$ cat config.mk
export PLATFORM = sky130hd
export DESIGN_NAME = mdio_master
export DESIGN_NICKNAME = d
export VERILOG_FILES = /design/src/rtl/mdio_pkg.sv /design/src/rtl/mdio_clkgen.sv /design/src/rtl/mdio_master.sv
export SDC_FILE = /design/constraint.sdc
export NUM_CORES = 1
export LEC_CHECK = 0
export ABC_AREA = 0
export BUFFER_PORTS_ARGS = -buffer_cell sky130_fd_sc_hd__buf_2
export CAP_MARGIN = 25
export CORE_UTILIZATION = 64
export CTS_BUF_LIST = sky130_fd_sc_hd__clkbuf_8
export CTS_CLUSTER_DIAMETER = 200
export DETAILED_ROUTE_END_ITERATION = 6
export GPL_TIMING_DRIVEN = 0
export PLACE_DENSITY = 0.87
export SLEW_MARGIN = 20
export SYNTH_ARGS = -nofsm -noshare
export SYNTH_HDL_FRONTEND = slang
export SYNTH_SLANG_ARGS = --single-unit
$ cat constraint.sdc
create_clock -name clk -period 5.1 [get_ports clk]
set_clock_uncertainty 0.05 [all_clocks]
set_input_delay 0.255 -clock clk [delete_from_list [all_inputs] [get_ports clk]]
set_output_delay 0.255 -clock clk [all_outputs]
set_load 0.005 [all_outputs]
$ cat src/rtl/mdio_pkg.sv
// mdio_pkg: shared types and constants for the MDIO master.
//   state_t      - frame sequencer states
//   ST_* / OP_*  - start-of-frame and opcode field values (Clause 22 and 45)
//   *_W          - frame field widths, FRAME_W is the serialised body after the preamble
//   is_read_op   - decides whether a request turns the bus around for a read
package mdio_pkg;

   typedef enum logic [2:0] {
      S_IDLE,
      S_PRE,
      S_STOP,
      S_ADDR,
      S_TA,
      S_DATA,
      S_DONE
   } state_t;

   localparam logic [1:0] ST_C22 = 2'b01;
   localparam logic [1:0] ST_C45 = 2'b00;

   localparam logic [1:0] OP_C22_WRITE    = 2'b01;
   localparam logic [1:0] OP_C22_READ     = 2'b10;
   localparam logic [1:0] OP_C45_ADDR     = 2'b00;
   localparam logic [1:0] OP_C45_WRITE    = 2'b01;
   localparam logic [1:0] OP_C45_READ_INC = 2'b10;
   localparam logic [1:0] OP_C45_READ     = 2'b11;

   // Turnaround pattern the master drives on writes.
   localparam logic [1:0] TA_DRIVE = 2'b10;

   localparam int ST_W    = 2;
   localparam int OP_W    = 2;
   localparam int PHYAD_W = 5;
   localparam int REGAD_W = 5;
   localparam int TA_W    = 2;
   localparam int DATA_W  = 16;
   localparam int ADDR_W  = OP_W + PHYAD_W + REGAD_W;
   localparam int FRAME_W = ST_W + ADDR_W + TA_W + DATA_W;

   function automatic logic is_read_op(input logic cl45, input logic [OP_W-1:0] op);
      if (cl45) return (op == OP_C45_READ) || (op == OP_C45_READ_INC);
      return op == OP_C22_READ;
   endfunction

endpackage

$ cat src/rtl/mdio_clkgen.sv
// mdio_clkgen: MDC generator for the MDIO master.
//   clk, reset - system clock, async active-high reset
//   i_en       - run while the master is busy; when low, mdc is parked low
//   o_mdc      - management clock, CLK_DIV cycles low then CLK_DIV cycles high
//   o_rise     - one-cycle strobe in the last low cycle (mdc rises at that edge)
//   o_fall     - one-cycle strobe in the last high cycle (mdc falls at that edge)
module mdio_clkgen #(
   parameter int CLK_DIV = 4
)(
   input  logic clk,
   input  logic reset,
   input  logic i_en,
   output logic o_mdc,
   output logic o_rise,
   output logic o_fall
);

   localparam logic [7:0] LOAD = 8'(CLK_DIV - 1);

   logic [7:0] r_cnt;
   logic       r_mdc;
   logic       w_tc;

   // Phase timer: a zero count marks the first cycle of a phase and reloads,
   // so a phase spans 0, CLK_DIV-1 .. 1 and ends on count 1.
   assign w_tc = i_en && (r_cnt == 8'd1);

   always_ff @(posedge clk or posedge reset) begin
      if (reset) begin
         r_cnt <= '0;
         r_mdc <= 1'b0;
      end else if (!i_en) begin
         r_cnt <= '0;
         r_mdc <= 1'b0;
      end else if (w_tc) begin
         r_cnt <= '0;
         r_mdc <= ~r_mdc;
      end else if (r_cnt == '0) begin
         r_cnt <= LOAD;
      end else begin
         r_cnt <= r_cnt - 8'd1;
      end
   end

   assign o_mdc  = r_mdc;
   assign o_rise = w_tc && !r_mdc;
   assign o_fall = w_tc && r_mdc;

endmodule

$ cat src/rtl/mdio_master.sv
// mdio_master: MDIO (IEEE 802.3 Clause 22, optional Clause 45) bus master.
//   clk, reset                     - system clock, async active-high reset
//   t_valid/t_ready                - request handshake, ready only in IDLE
//   t_op, t_cl45, t_phyad,
//   t_regad, t_wdata               - request fields, captured on acceptance
//   rd_data, rd_valid, rd_err      - read completion; data/err hold until the next read
//   busy                           - high whenever a frame is in progress
//   mdc, mdio_out, mdio_oe, mdio_in- pad side; tristate buffer lives outside
// Build option: define MDIO_CL45_EN to honour t_cl45 (ST=00 Clause 45 frames).
//
// state  | meaning
// IDLE   | waiting for a request, bus released
// PRE    | preamble ones (skipped when PRE_LEN=0)
// STOP   | start-of-frame field
// ADDR   | opcode, port/PHY address, register/device address
// TA     | turnaround; reads release the line here
// DATA   | 16 data bits, driven on writes, sampled on reads
// DONE   | one cycle: publish read result, then back to IDLE
module mdio_master
   import mdio_pkg::*;
#(
   parameter int CLK_DIV = 4,
   parameter int PRE_LEN = 32
)(
   input  logic               clk,
   input  logic               reset,
   input  logic               t_valid,
   output logic               t_ready,
   input  logic [OP_W-1:0]    t_op,
   input  logic               t_cl45,
   input  logic [PHYAD_W-1:0] t_phyad,
   input  logic [REGAD_W-1:0] t_regad,
   input  logic [DATA_W-1:0]  t_wdata,
   output logic [DATA_W-1:0]  rd_data,
   output logic               rd_valid,
   output logic               rd_err,
   output logic               busy,
   output logic               mdc,
   output logic               mdio_out,
   output logic               mdio_oe,
   input  logic               mdio_in
);

   localparam logic [5:0] PRE_LEN_M1 = (PRE_LEN > 0) ? 6'(PRE_LEN - 1) : 6'd0;

   state_t              r_state, w_state_nx;
   logic [5:0]          r_bits, w_bits_nx;
   logic [FRAME_W-1:0]  r_sr, w_sr_nx;
   logic [DATA_W-1:0]   r_rx, w_rx_nx;
   logic [DATA_W-1:0]   r_rd_data, w_rd_data_nx;
   logic                r_is_read, w_is_read_nx;
   logic                r_mdio_out, w_mdio_out_nx;
   logic                r_mdio_oe, w_mdio_oe_nx;
   logic                r_rd_valid, w_rd_valid_nx;
   logic                r_rd_err, w_rd_err_nx;
   logic                w_busy, w_rise, w_fall, w_cl45, w_req_read;
   logic [ST_W-1:0]     w_st;
   logic [FRAME_W-1:0]  w_frame;

`ifdef MDIO_CL45_EN
   assign w_cl45 = t_cl45;
`else
   logic w_unused_cl45;
   assign w_unused_cl45 = t_cl45;
   assign w_cl45        = 1'b0;
`endif

   assign w_st       = w_cl45 ? ST_C45 : ST_C22;
   assign w_req_read = is_read_op(w_cl45, t_op);
   // Reads carry the same body; TA and data are never driven because oe drops.
   assign w_frame    = {w_st, t_op, t_phyad, t_regad, TA_DRIVE, t_wdata};

   assign w_busy = (r_state != S_IDLE);

   mdio_clkgen #(.CLK_DIV(CLK_DIV)) u_clkgen (
      .clk    (clk),
      .reset  (reset),
      .i_en   (w_busy),
      .o_mdc  (mdc),
      .o_rise (w_rise),
      .o_fall (w_fall)
   );

   always_ff @(posedge clk or posedge reset) begin
      if (reset) begin
         r_state    <= S_IDLE;
         r_bits     <= '0;
         r_sr       <= '0;
         r_rx       <= '0;
         r_is_read  <= 1'b0;
         r_mdio_out <= 1'b1;
         r_mdio_oe  <= 1'b0;
         r_rd_data  <= '0;
         r_rd_valid <= 1'b0;
         r_rd_err   <= 1'b0;
      end else begin
         r_state    <= w_state_nx;
         r_bits     <= w_bits_nx;
         r_sr       <= w_sr_nx;
         r_rx       <= w_rx_nx;
         r_is_read  <= w_is_read_nx;
         r_mdio_out <= w_mdio_out_nx;
         r_mdio_oe  <= w_mdio_oe_nx;
         r_rd_data  <= w_rd_data_nx;
         r_rd_valid <= w_rd_valid_nx;
         r_rd_err   <= w_rd_err_nx;
      end
   end

   // r_bits counts the bits still to go in the current field; a fall strobe
   // with r_bits==0 ends the field. Acceptance acts as the first bit start.
   always_comb begin
      w_state_nx    = r_state;
      w_bits_nx     = r_bits;
      w_sr_nx       = r_sr;
      w_rx_nx       = r_rx;
      w_is_read_nx  = r_is_read;
      w_mdio_out_nx = r_mdio_out;
      w_mdio_oe_nx  = r_mdio_oe;
      w_rd_data_nx  = r_rd_data;
      w_rd_valid_nx = 1'b0;
      w_rd_err_nx   = r_rd_err;
      case (r_state)
         S_IDLE: begin
            w_mdio_out_nx = 1'b1;
            w_mdio_oe_nx  = 1'b0;
            if (t_valid) begin
               w_is_read_nx = w_req_read;
               w_mdio_oe_nx = 1'b1;
               if (w_req_read) w_rd_err_nx = 1'b0;
               if (PRE_LEN > 0) begin
                  w_state_nx = S_PRE;
                  w_bits_nx  = PRE_LEN_M1;
                  w_sr_nx    = w_frame;
               end else begin
                  w_state_nx    = S_STOP;
                  w_bits_nx     = 6'(ST_W - 1);
                  w_mdio_out_nx = w_frame[FRAME_W-1];
                  w_sr_nx       = {w_frame[FRAME_W-2:0], 1'b0};
               end
            end
         end
         S_DONE: begin
            w_state_nx    = S_IDLE;
            w_mdio_out_nx = 1'b1;
            w_mdio_oe_nx  = 1'b0;
         end
         default: begin
            if (w_rise && r_is_read) begin
               if (r_state == S_TA && r_bits == '0 && mdio_in) w_rd_err_nx = 1'b1;
               if (r_state == S_DATA) w_rx_nx = {r_rx[DATA_W-2:0], mdio_in};
            end
            if (w_fall) begin
               if (r_bits != '0) begin
                  w_bits_nx = r_bits - 6'd1;
                  if (r_state != S_PRE) begin
                     w_mdio_out_nx = r_sr[FRAME_W-1];
                     w_sr_nx       = {r_sr[FRAME_W-2:0], 1'b0};
                  end
               end else begin
                  case (r_state)
                     S_PRE: begin
                        w_state_nx = S_STOP;
                        w_bits_nx  = 6'(ST_W - 1);
                     end
                     S_STOP: begin
                        w_state_nx = S_ADDR;
                        w_bits_nx  = 6'(ADDR_W - 1);
                     end
                     S_ADDR: begin
                        w_state_nx = S_TA;
                        w_bits_nx  = 6'(TA_W - 1);
                        if (r_is_read) w_mdio_oe_nx = 1'b0;
                     end
                     S_TA: begin
                        w_state_nx = S_DATA;
                        w_bits_nx  = 6'(DATA_W - 1);
                     end
                     default: begin
                        w_state_nx = S_DONE;
                        w_bits_nx  = '0;
                     end
                  endcase
                  if (r_state == S_DATA) begin
                     w_mdio_out_nx = 1'b1;
                     w_mdio_oe_nx  = 1'b0;
                     if (r_is_read) begin
                        w_rd_valid_nx = 1'b1;
                        w_rd_data_nx  = r_rx;
                     end
                  end else begin
                     w_mdio_out_nx = r_sr[FRAME_W-1];
                     w_sr_nx       = {r_sr[FRAME_W-2:0], 1'b0};
                  end
               end
            end
         end
      endcase
   end

   assign t_ready  = (r_state == S_IDLE);
   assign busy     = w_busy;
   assign mdio_out = r_mdio_out;
   assign mdio_oe  = r_mdio_oe;
   assign rd_data  = r_rd_data;
   assign rd_valid = r_rd_valid;
   assign rd_err   = r_rd_err;

endmodule

==> results.tsv <==
stage	metric	value	unit
sta	final.period_utilization	0.614	
sta	rsz0062_at_grt	false	
power_and_ir_drop	power_frac_seq	0.520	
routing	vias	3030	
sta	period_needed	3.13	ns
floorplanning	fp.dieW	82.3	um
power_and_ir_drop	pwr-share-comb	0.023	
cells_and_area	nets	484	
cells_and_area	drive_above_1_share	0.321	
routing	via_per_inst	5.75	
clocking	clockBufferDepth	2	
worst_setup_path	cp_num_buf_inv	3	
worst_setup_path	path_cells	inv_1, ha_1, nand2b_1, nand2b_1, clkbuf_1, xnor2_1, o21ai_1, clkbuf_1, mux2_2	
worst_hold_path	hold_class	in2reg	
floorplanning	die_area	0.00678	sq mm
sta	max_freq	319	MHz
power_and_ir_drop	ir_drop	213	uV
yosys	synth-main-ff-cell	dfrtp_1	
yosys	synth_edf_count	0	
power_and_ir_drop	p_int	0.00103	W
floorplanning	pin_count	56	
job	cap_viol_max_count	0	
routing	routed.top_layer	met4	
routing	routed_wl	9060	um
yosys	syn_inst	379	
clocking	clk_latency	0.37	ns
worst_setup_path	cpLargestDelayFamily	buffers and inverters	
grt	first_global_vias	3024	
cells_and_area	multi_input_area	0.00180	sq mm
placed_design	hpwl	5850	um
sta	hold_violations	0	
power_and_ir_drop	p_leak	2.51	nW
sta	tightest_slew	0.688	ns
power_and_ir_drop	p_sw	0.000292	W
worst_setup_path	worstSetupStartpointType	flip-flop	
sta	maxSlewHeadroom	0.537	
power_and_ir_drop	power_switching_share	0.220	
sta	setup_violations	0	
sta	slew_violations	0	
yosys	netlist_area	0.00413	sq mm
routing	ant_nets	0	
grt	grt_pass1_wl	14800	um
floorplanning	initial_core_util	0.682	
worst_setup_path	cp_slowest_cell	clkbuf_1	
grt	grt_max_degree	57	
worst_setup_path	rr_startpoint	r_bits[0]	
clocking	cts_tree	yes	
clocking	cts_buffers	9	
clocking	cts-root-buf	clkbuf_8	
routing	avgRoutedWirePerCell	17.2	um
cells_and_area	antenna_cells	0	
placed_design	placed_cell_area	0.00453	sq mm
routing	wl_met1	3870	um
worst_hold_path	hp-start	t_wdata[0]	
cells_and_area	syn2layout_area_growth	16.0	%
routing	met2WireLength	4510	um
clocking	cts_resized	0	
floorplanning	die_h	82.3	um
worst_setup_path	cp.required	5.31	ns
yosys	synth-seq-cells	87	
worst_setup_path	cp_max_fo	10	
routing	dr_wl_met3	515	um
power_and_ir_drop	clkPwrFrac	0.458	
yosys	yosysUniqueCellTypes	45	
clocking	htree_levels	3	
yosys	synth_fp_nets	416	
power_and_ir_drop	power_density	277	mW/mm^2
clocking	clock_sinks	87	
sta	fin_tns_setup	0	ns
placed_design	portBuffers	54	
cells_and_area	final-seq-area	0.00218	sq mm
placed_design	place_congestion	0.872	
grt	grt_overflow	0	
yosys	yosysSeqAreaShare	0.527	
worst_setup_path	r2r_setup_slack	1.97	ns
yosys	async_flop_share	1.00	
worst_setup_path	critPathMaxStageDelay	0.55	ns
yosys	yosysWarningCount	0	
routing	first_pass_iters	5	
worst_setup_path	criticalPathCategory	reg2reg	
grt	track_usage	0.300	
routing	drt_iter0_markers	199	
grt	antenna_found_initial	0	
floorplanning	coreArea	0.00606	sq mm
worst_setup_path	cp.arrival	3.34	ns
clocking	clkTransAtPathRegs	0.09	ns
routing	drcViolationCount	0	
yosys	syn_area_per_cell	10.9	sq um
floorplanning	rows	28	
run_status	run_status	complete, no violations	
cells_and_area	stdcell_area	0.00479	sq mm
cells_and_area	nFillCells	368	
worst_setup_path	end_kind	flip-flop	
worst_setup_path	cp-startpoint	r_bits[0]	
power by group through the flow:
stage / sequential [W] / combinational [W] / clock (W)
3_5_place_dp: 0.000703 / 0.0000302 / 0
2_1_floorplan: 0.000703 / 0.0000104 / 0
6_report: 0.000689 / 0.0000303 / 0.000607
5_1_grt: 0.000689 / 0.0000345 / 0.000641
4_1_cts: 0.000689 / 0.0000312 / 0.000610
3_3_place_gp: 0.000703 / 0.0000262 / 0
synthesized netlist by cell type (all sizes together), types with 4 or more instances:
library cell   n  area, sq um
dfrtp         86         2150
xnor2          5         43.8
inv           15         56.3
o21ai          8         40.0
nand2         93          349
nor2          15         56.3
nor3           6         30.0
nand3          8         40.0
mux2          60          709
ha             4         50.1
clkbuf        17         63.8
mux2i          7         70.1
a21oi          9         45.0
final cells by class:
cell class | count | share of cell area
clock inverters | 7 | 0.0266
plain buffers | 20 | 0.0211
multi-input cells | 257 | 0.375
well taps | 75 | 0.0196
clock buffers | 9 | 0.0258
inverters | 15 | 0.0123
repair buffers | 57 | 0.0653
flip-flops and latches | 87 | 0.455
registers in the layout, summed over array words and instances (netlist names), named ones only:
register / flops
r_sr: 32
r_rx: 16
rd_data: 16
u_clkgen.r_cnt: 8
r_bits: 6
r_state: 2
mdio_oe: 1
mdio_out: 1
r_is_read: 1
rd_err: 1
rd_valid: 1
u_clkgen.o_mdc: 1
cell usage in the layout, fill, tap and decap left out, types with 9 or more instances in the layout:
cell type	netlist	final
clkbuf_1	17	17
inv_1	15	14
nor2_1	15	15
dfrtp_1	86	86
nand2_1	93	93
a21oi_1	9	9
mux2_2	51	51
mux2_4	9	9
buf_2	0	54
clkbuf_8	0	9
routing by layer:
metal	up-vias	track usage
li1	1424	-
met1	1487	0.387
met2	104	0.490
met3	15	0.0681
met4	0	0.123
met5	-	0
through the flow:
step | total power (W) | hold slack [ns] | worst slack [ns] | cells | utilization
after global placement | 0.000729 | 0.416 | 1.63 | 508 | 0.742
after CTS | 0.00133 | 0.0670 | 2.01 | 526 | 0.790
after floorplan | 0.000713 | 0.339 | 2.33 | 379 | -
after global routing | 0.00137 | 0.0651 | 1.73 | 527 | 0.791
after detailed placement | 0.000733 | 0.241 | 2.08 | 509 | 0.747
final | 0.00133 | 0.0729 | 1.97 | 527 | 0.791
kinds of logic after synthesis:
| family | share of synthesized area |
|---|---|
| xor gates and xnor gates | 0.0127 |
| muxes | 0.189 |
| buffers and inverters | 0.0382 |
| and+or+nand+nor | 0.160 |
| adders and majority gates | 0.0170 |
| DFF | 0.527 |
| AOI/OAI and AO/OA | 0.0563 |
timing repair:
action / in CTS / in global routing
hold buffers: 1 / 0
setup buffers: 0 / 0
endpoints found under the hold margin: 30 / 0
final timing paths:
kind                                     to  depth (start not counted)
worst max-delay path                r_sr[5]                          9
max in group asynchronous           r_sr[3]                          4
worst max register to register      r_sr[5]                          9
min in group asynchronous       rd_data[10]                          3
worst min register to register       rd_err                          2
worst min-delay path                r_sr[0]                          3
worst reg2reg max path: stages (launching register included):
cell,delay (ns)
dfrtp_1,0.39
inv_1,0.08
ha_1,0.22
nand2b_1,0.17
nand2b_1,0.13
clkbuf_1,0.42
xnor2_1,0.17
o21ai_1,0.42
clkbuf_1,0.55
mux2_2,0.41
(Power assumes the default switching activity.)
